**src/rtl/rst_seq_pkg.sv**
```systemverilog
// ----------------------------------------------------------------------------
// rst_seq_pkg
// Shared types and default constants for the reset sequencer.
//   state_t     : sequencer phase (assert all / staggered release / done)
//   DEF_*       : default parameter values used by rst_seq_ctrl
//   max_int     : helper used to size the shared phase counter
// ----------------------------------------------------------------------------
package rst_seq_pkg;

  typedef enum logic [1:0] {
    ST_ASSERT  = 2'd0,
    ST_RELEASE = 2'd1,
    ST_DONE    = 2'd2
  } state_t;

  localparam int DEF_NUM_CH      = 4;
  localparam int DEF_STAGES_NUM  = 2;
  localparam int DEF_MIN_ASSERT  = 4;
  localparam int DEF_RELEASE_GAP = 8;

  function automatic int max_int(input int a, input int b);
    return (a > b) ? a : b;
  endfunction

endpackage

```
**src/rtl/rst_seq_ctrl_bit_sync.sv**
```systemverilog
// ----------------------------------------------------------------------------
// bit_sync
// Plain multi-flop synchronizer for a single asynchronous bit.
// Ports:
//   clk  : destination clock
//   rst  : synchronous active-low reset, clears every stage to 0
//   d    : asynchronous input
//   q    : synchronized output (last stage)
// ----------------------------------------------------------------------------
module bit_sync #(
  parameter int STAGES_NUM = 2
) (
  input  logic clk,
  input  logic rst,
  input  logic d,
  output logic q
);

  logic [STAGES_NUM-1:0] sync_ff;

  // Shift chain: d enters at bit 0, q is taken from the top bit.
  always_ff @(posedge clk) begin
    if (!rst) begin
      sync_ff <= '0;
    end else begin
      sync_ff <= {sync_ff[STAGES_NUM-2:0], d};
    end
  end

  assign q = sync_ff[STAGES_NUM-1];

endmodule

```
**src/rtl/rst_seq_ctrl.sv**
```systemverilog
// ----------------------------------------------------------------------------
// rst_seq_ctrl
// Reset sequencer: holds all channel resets low for MIN_ASSERT cycles, then
// releases them one at a time in index order, RELEASE_GAP cycles apart.
// A rising edge on the (synchronized) software request restarts the sequence.
// Ports:
//   clk        : sole clock, rising edge
//   rst        : synchronous active-low reset
//   sw_rst_req : asynchronous software reset request (rising edge acts)
//   ch_rst_n   : per-channel active-low resets, bit 0 released first
//   seq_done   : high while every channel is released
//   busy       : high during the assert and release phases
// All outputs are registered.
// ----------------------------------------------------------------------------
module rst_seq_ctrl
  import rst_seq_pkg::*;
#(
  parameter int NUM_CH      = DEF_NUM_CH,
  parameter int STAGES_NUM  = DEF_STAGES_NUM,
  parameter int MIN_ASSERT  = DEF_MIN_ASSERT,
  parameter int RELEASE_GAP = DEF_RELEASE_GAP
) (
  input  logic              clk,
  input  logic              rst,
  input  logic              sw_rst_req,
  output logic [NUM_CH-1:0] ch_rst_n,
  output logic              seq_done,
  output logic              busy
);

  // Counter only has to reach the longer of the two phase lengths minus one.
  localparam int CNT_MAX = max_int(MIN_ASSERT, RELEASE_GAP);
  localparam int CNT_W   = (CNT_MAX > 1) ? $clog2(CNT_MAX) : 1;
  localparam int IDX_W   = (NUM_CH > 1) ? $clog2(NUM_CH) : 1;

  state_t             state, nxt_state;
  logic [CNT_W-1:0]   cnt, nxt_cnt;
  logic [IDX_W-1:0]   idx, nxt_idx;
  logic [NUM_CH-1:0]  nxt_ch;
  logic               nxt_done;
  logic               nxt_busy;
  logic               req_sync;
  logic               req_hist;
  logic               req_edge;

  bit_sync #(
    .STAGES_NUM (STAGES_NUM)
  ) u_req_sync (
    .clk (clk),
    .rst (rst),
    .d   (sw_rst_req),
    .q   (req_sync)
  );

  // Only a 0->1 transition of the synchronized request restarts the
  // sequence, so a request held high does not retrigger.
  assign req_edge = req_sync & ~req_hist;

  // State, counters and registered outputs. Reset wins over any request
  // edge seen on the same clock.
  always_ff @(posedge clk) begin
    if (!rst) begin
      state    <= ST_ASSERT;
      cnt      <= '0;
      idx      <= '0;
      req_hist <= 1'b0;
      ch_rst_n <= '0;
      seq_done <= 1'b0;
      busy     <= 1'b1;
    end else begin
      state    <= nxt_state;
      cnt      <= nxt_cnt;
      idx      <= nxt_idx;
      req_hist <= req_sync;
      ch_rst_n <= nxt_ch;
      seq_done <= nxt_done;
      busy     <= nxt_busy;
    end
  end

  // Next-state and next-output logic. Outputs are computed one cycle early
  // so that the registered versions change on the same edge as the state.
  always_comb begin
    nxt_state = state;
    nxt_cnt   = cnt;
    nxt_idx   = idx;
    nxt_ch    = ch_rst_n;
    nxt_done  = seq_done;
    nxt_busy  = busy;

    if (req_edge) begin
      nxt_state = ST_ASSERT;
      nxt_cnt   = '0;
      nxt_idx   = '0;
      nxt_ch    = '0;
      nxt_done  = 1'b0;
      nxt_busy  = 1'b1;
    end else begin
      case (state)
        ST_ASSERT: begin
          nxt_ch   = '0;
          nxt_done = 1'b0;
          nxt_busy = 1'b1;
          if (cnt == CNT_W'(MIN_ASSERT - 1)) begin
            nxt_cnt = '0;
            if (NUM_CH == 1) begin
              // Single channel: the first release is also the last.
              nxt_state = ST_DONE;
              nxt_idx   = '0;
              nxt_ch    = '1;
              nxt_done  = 1'b1;
              nxt_busy  = 1'b0;
            end else begin
              nxt_state = ST_RELEASE;
              nxt_idx   = IDX_W'(1);
              nxt_ch    = NUM_CH'(1);
            end
          end else begin
            nxt_cnt = cnt + CNT_W'(1);
          end
        end

        ST_RELEASE: begin
          if (cnt == CNT_W'(RELEASE_GAP - 1)) begin
            nxt_cnt = '0;
            for (int i = 0; i < NUM_CH; i++) begin
              if (IDX_W'(i) == idx) begin
                nxt_ch[i] = 1'b1;
              end
            end
            nxt_idx = idx + IDX_W'(1);
            if (idx == IDX_W'(NUM_CH - 1)) begin
              nxt_state = ST_DONE;
              nxt_idx   = '0;
              nxt_done  = 1'b1;
              nxt_busy  = 1'b0;
            end
          end else begin
            nxt_cnt = cnt + CNT_W'(1);
          end
        end

        ST_DONE: begin
          nxt_ch   = '1;
          nxt_done = 1'b1;
          nxt_busy = 1'b0;
        end

        default: begin
          nxt_state = ST_ASSERT;
          nxt_cnt   = '0;
          nxt_idx   = '0;
          nxt_ch    = '0;
          nxt_done  = 1'b0;
          nxt_busy  = 1'b1;
        end
      endcase
    end
  end

endmodule

```
**config.mk**
```make
export PLATFORM = sky130hd
export DESIGN_NAME = rst_seq_ctrl
export DESIGN_NICKNAME = d
export VERILOG_FILES = /design/src/rtl/rst_seq_pkg.sv /design/src/rtl/rst_seq_ctrl_bit_sync.sv /design/src/rtl/rst_seq_ctrl.sv
export SDC_FILE = /design/constraint.sdc
export NUM_CORES = 1
export LEC_CHECK = 0
export ABC_AREA = 1
export ABC_CLOCK_PERIOD_IN_PS = 1400
export CORE_UTILIZATION = 40
export CTS_CLUSTER_SIZE = 14
export DETAILED_ROUTE_END_ITERATION = 6
export GPL_TIMING_DRIVEN = 0
export SYNTH_ARGS = -nofsm -noshare
export SYNTH_HDL_FRONTEND = slang
export SYNTH_SLANG_ARGS = --single-unit
```
**constraint.sdc**
```tcl
create_clock -name clk -period 1.4 [get_ports clk]
set_input_delay 0.21 -clock clk [delete_from_list [all_inputs] [get_ports clk]]
set_output_delay 0.21 -clock clk [all_outputs]
set_load 0.05 [all_outputs]
```
==> results.toml, run 1 <==
[outcome]
outcome = "complete, no violations"

[global_routing]
grt_pass1_wl_um = 2470
track_usage_pct = 15.7
overflow = 0
grt_start_max_net_pins = 11
grt_pass1_vias = 603
grt_antenna_before_repair = 0

[critical_path]
cp_top_family = "buffers and inverters"
required_ns = 1.19
crit_path_max_fanout = 2
critical_path_class = "flip-flop to primary output"
crit_path_start_kind = "flip-flop"
cp_slowest_cell = "dlygate4sd2_1"
crit_chain = "dlygate4sd2_1"
cp-end-kind = "primary output"
crit_buf_inv = 1
worstPathArrival_ns = 1.15
slowest_delay_ns = 0.53

[floorplan]
core_area_sq_um = 1980
rows = 16
die_x_um = 48.0
die_y_um = 48.0
ios = 9
start_util_pct = 42.7
dieArea_sq_um = 2300

[route]
drc = 0
wire_per_inst_um = 10.1
drt-pass1-iter-count = 3
ant_nets = 0
routed_wirelength_um = 1480
drt_iter0_drc = 9
routed-via-count = 693
drt-vias-per-instance = 4.71

[yosys]
postSynthCellCount = 108
yosysSeqAreaShare_pct = 35.5
ys_ff_latch = 15
yosys.area.top_type_share_pct = 35.5
yosys.cell_types.count = 22
yosysWarnings = 0
synthMuxAreaShare_pct = 0
synth_fa_ha_area_share_pct = 16.3
postSynthNetCount = 122
synth_xor_area_share_pct = 0
synth_top_area_cell = "dfxtp_1"
synth-compound-area-share_pct = 11.4
synthesis.area_sq_um = 846
synth_area_leaders = "dfxtp_1 (36%), ha_1 (16%), nand2_1 (9.3%)"
yosys.area_share.simple_pct = 26.5
synth_top_family_by_area = "simple AND/OR/NAND/NOR gates"
syn_avg_cell_area_sq_um = 7.83

[power_and_ir_drop]
p_int_mw = 0.952
combinationalPowerShare_pct = 50.5
powerDensity_nw_per_um2 = 1800
p_clk_share_pct = 14.0
power.leakage_nw = 0.465
seq_power_share_pct = 35.5
power.switching_mw = 0.813
sw_frac_of_total_pct = 46.1
irDropWorstVdd_mv = 0.968
total_power_mw = 1.77

[clock_tree]
cts_tree = "built"
clock_latency_ns = 0.28
clk_pin_slew_ns = 0.09
clock_sinks = 15
cts_setup_buffers = 0
h-tree-depth = 1
cts-buffers-inserted = 3
cts_buffer_depth = 2
cts_root_buf = "clkbuf_4"

[place]
dpl_cell_area_sq_um = 960
gp_congestion = 0.745
port_buffers = 8
post-place-cells = 143
dp_hpwl_um = 1130

[sta]
slew_violations = 0
finalClockSkew_ns = 0.00636
final-setup-viol-count = 0
tightest_slew_ns = 0.486
finalHoldViolCount = 0
min_period_ns = 1.36
min_period_over_period_pct = 97.0
rsz0062_at_grt = "no"
slew_headroom_pct = 67.7
fmaxAchievable_ghz = 0.736

[finish]
num-nets-final = 135
area.growth.synth_to_final_pct = 15.7
drive_gt1_share_pct = 19.2
num_antenna_cells = 0
instances_no_fill = 147
design_area_sq_um = 978

[flow_run]
cap_viol_max_count = 0

[worst_hold_path]
min_path_type = "flip-flop to flip-flop"
==> stage by stage <==
step           TNS, ns  hold WS [ns]  util [%]  worst slack [ns]
3_5_place_dp   -0.0318         0.409      48.4           -0.0318
5_1_grt              0         0.453      49.4           0.00482
2_1_floorplan        0         0.303         -             0.212
3_3_place_gp   -0.0281         0.401      48.4           -0.0281
4_1_cts              0         0.429      49.4            0.0168
6_report             0         0.425      49.4            0.0420
==> state kept, by name, indices dropped and copies added (netlist names) <==
register            flops
u_req_sync.sync_ff      2
state                   2
cnt                     3
ch_rst_n                4
req_hist                1
busy                    1
idx                     2
==> repair_timing <==
action | 4_1_cts | 5_1_grt
cloned | 0 | 0
hold buffers | 0 | 0
gates resized for setup | 7 | 9
endpoints found under the setup margin | 6 | 8
==> cells in the final DEF, fill, tap and decap left out, drive strengths merged <==
master	n
a21oi	9
a22oi	1
buf	3
clkbuf	5
clkdlybuf4s15	2
clkdlybuf4s50	2
clkinv	2
dfxtp	15
dlygate4sd2	1
ha	11
inv	16
nand2	26
nand3	6
nand3b	1
nand4	1
nor2	10
nor3	1
o21ai	8
==> area by class of cell <==
type / count / area [sq um]
Fill cell: 199 / 1000
Sequential cell: 15 / 303
Tap cell: 27 / 33.8
Clock inverter: 1 / 5.00
Inverter: 17 / 68.8
Multi-Input combinational cell: 74 / 460
Timing Repair Buffer: 8 / 66.3
Buffer: 2 / 18.8
Clock buffer: 3 / 22.5
==> power groups by stage <==
stage,combinational (mW),sequential [mW],clock [mW]
2_1_floorplan,0.606,0.736,0
3_3_place_gp,0.915,0.623,0
3_5_place_dp,0.924,0.633,0
4_1_cts,0.899,0.623,0.257
5_1_grt,1.01,0.641,0.276
6_report,0.892,0.627,0.247
==> synthesized netlist by cell type <==
library cell / n
nand2_1: 21
dfxtp_1: 15
inv_1: 15
ha_1: 11
a21oi_1: 9
nor2_1: 9
nand3_1: 5
o21ai_1: 5
nand2_2: 3
nand2_4: 2
o21ai_0: 2
a22oi_1: 1
buf_4: 1
buf_6: 1
clkinv_4: 1
inv_2: 1
nand3_2: 1
nand3b_1: 1
nand4_1: 1
nor2_4: 1
nor3_2: 1
o21ai_2: 1
==> worst paths after layout <==
| kind | start | endpoint | slack (ns) | cells after the start |
|---|---|---|---|---|
| hold / removal | u_req_sync.sync_ff[1] | req_hist | 0.42 | 2 |
| hold reg to reg | u_req_sync.sync_ff[1] | req_hist | 0.42 | 2 |
| setup reg to reg | state[1] | state[0] | 0.12 | 7 |
| setup / recovery | ch_rst_n[2] | ch_rst_n[2] | 0.04 | 1 |
==> routing by layer <==
layer  global-route usage (%)  part of all wire [%]  up-vias
met5                        0                     0        -
met4                     6.67                  0.94        0
met3                     2.26                   2.0        2
met2                     26.2                    47        6
met1                     20.2                    50      316
li1                         -                     -      369
==> cell families after synthesis <==
kind of cell             Yosys count
AND/OR/NAND/NOR                   45
buffers and inverters             19
adder cells (fa/ha/maj)           11
AO/OA/AOI/OAI                     18
flip-flops                        15
No activity file was read; power rests on OpenSTA's default activity.
==> run 2, diff against run 1 <==
--- a/config.mk
+++ b/config.mk
@@ -7,6 +7,7 @@
 export LEC_CHECK = 0
 export ABC_AREA = 1
 export ABC_CLOCK_PERIOD_IN_PS = 1400
+export CAP_MARGIN = 10
 export CORE_UTILIZATION = 40
 export CTS_CLUSTER_SIZE = 14
 export DETAILED_ROUTE_END_ITERATION = 6
==> results of run 2 <==
Same layout as run 1: the final DEF is identical, and so are final timing and power.
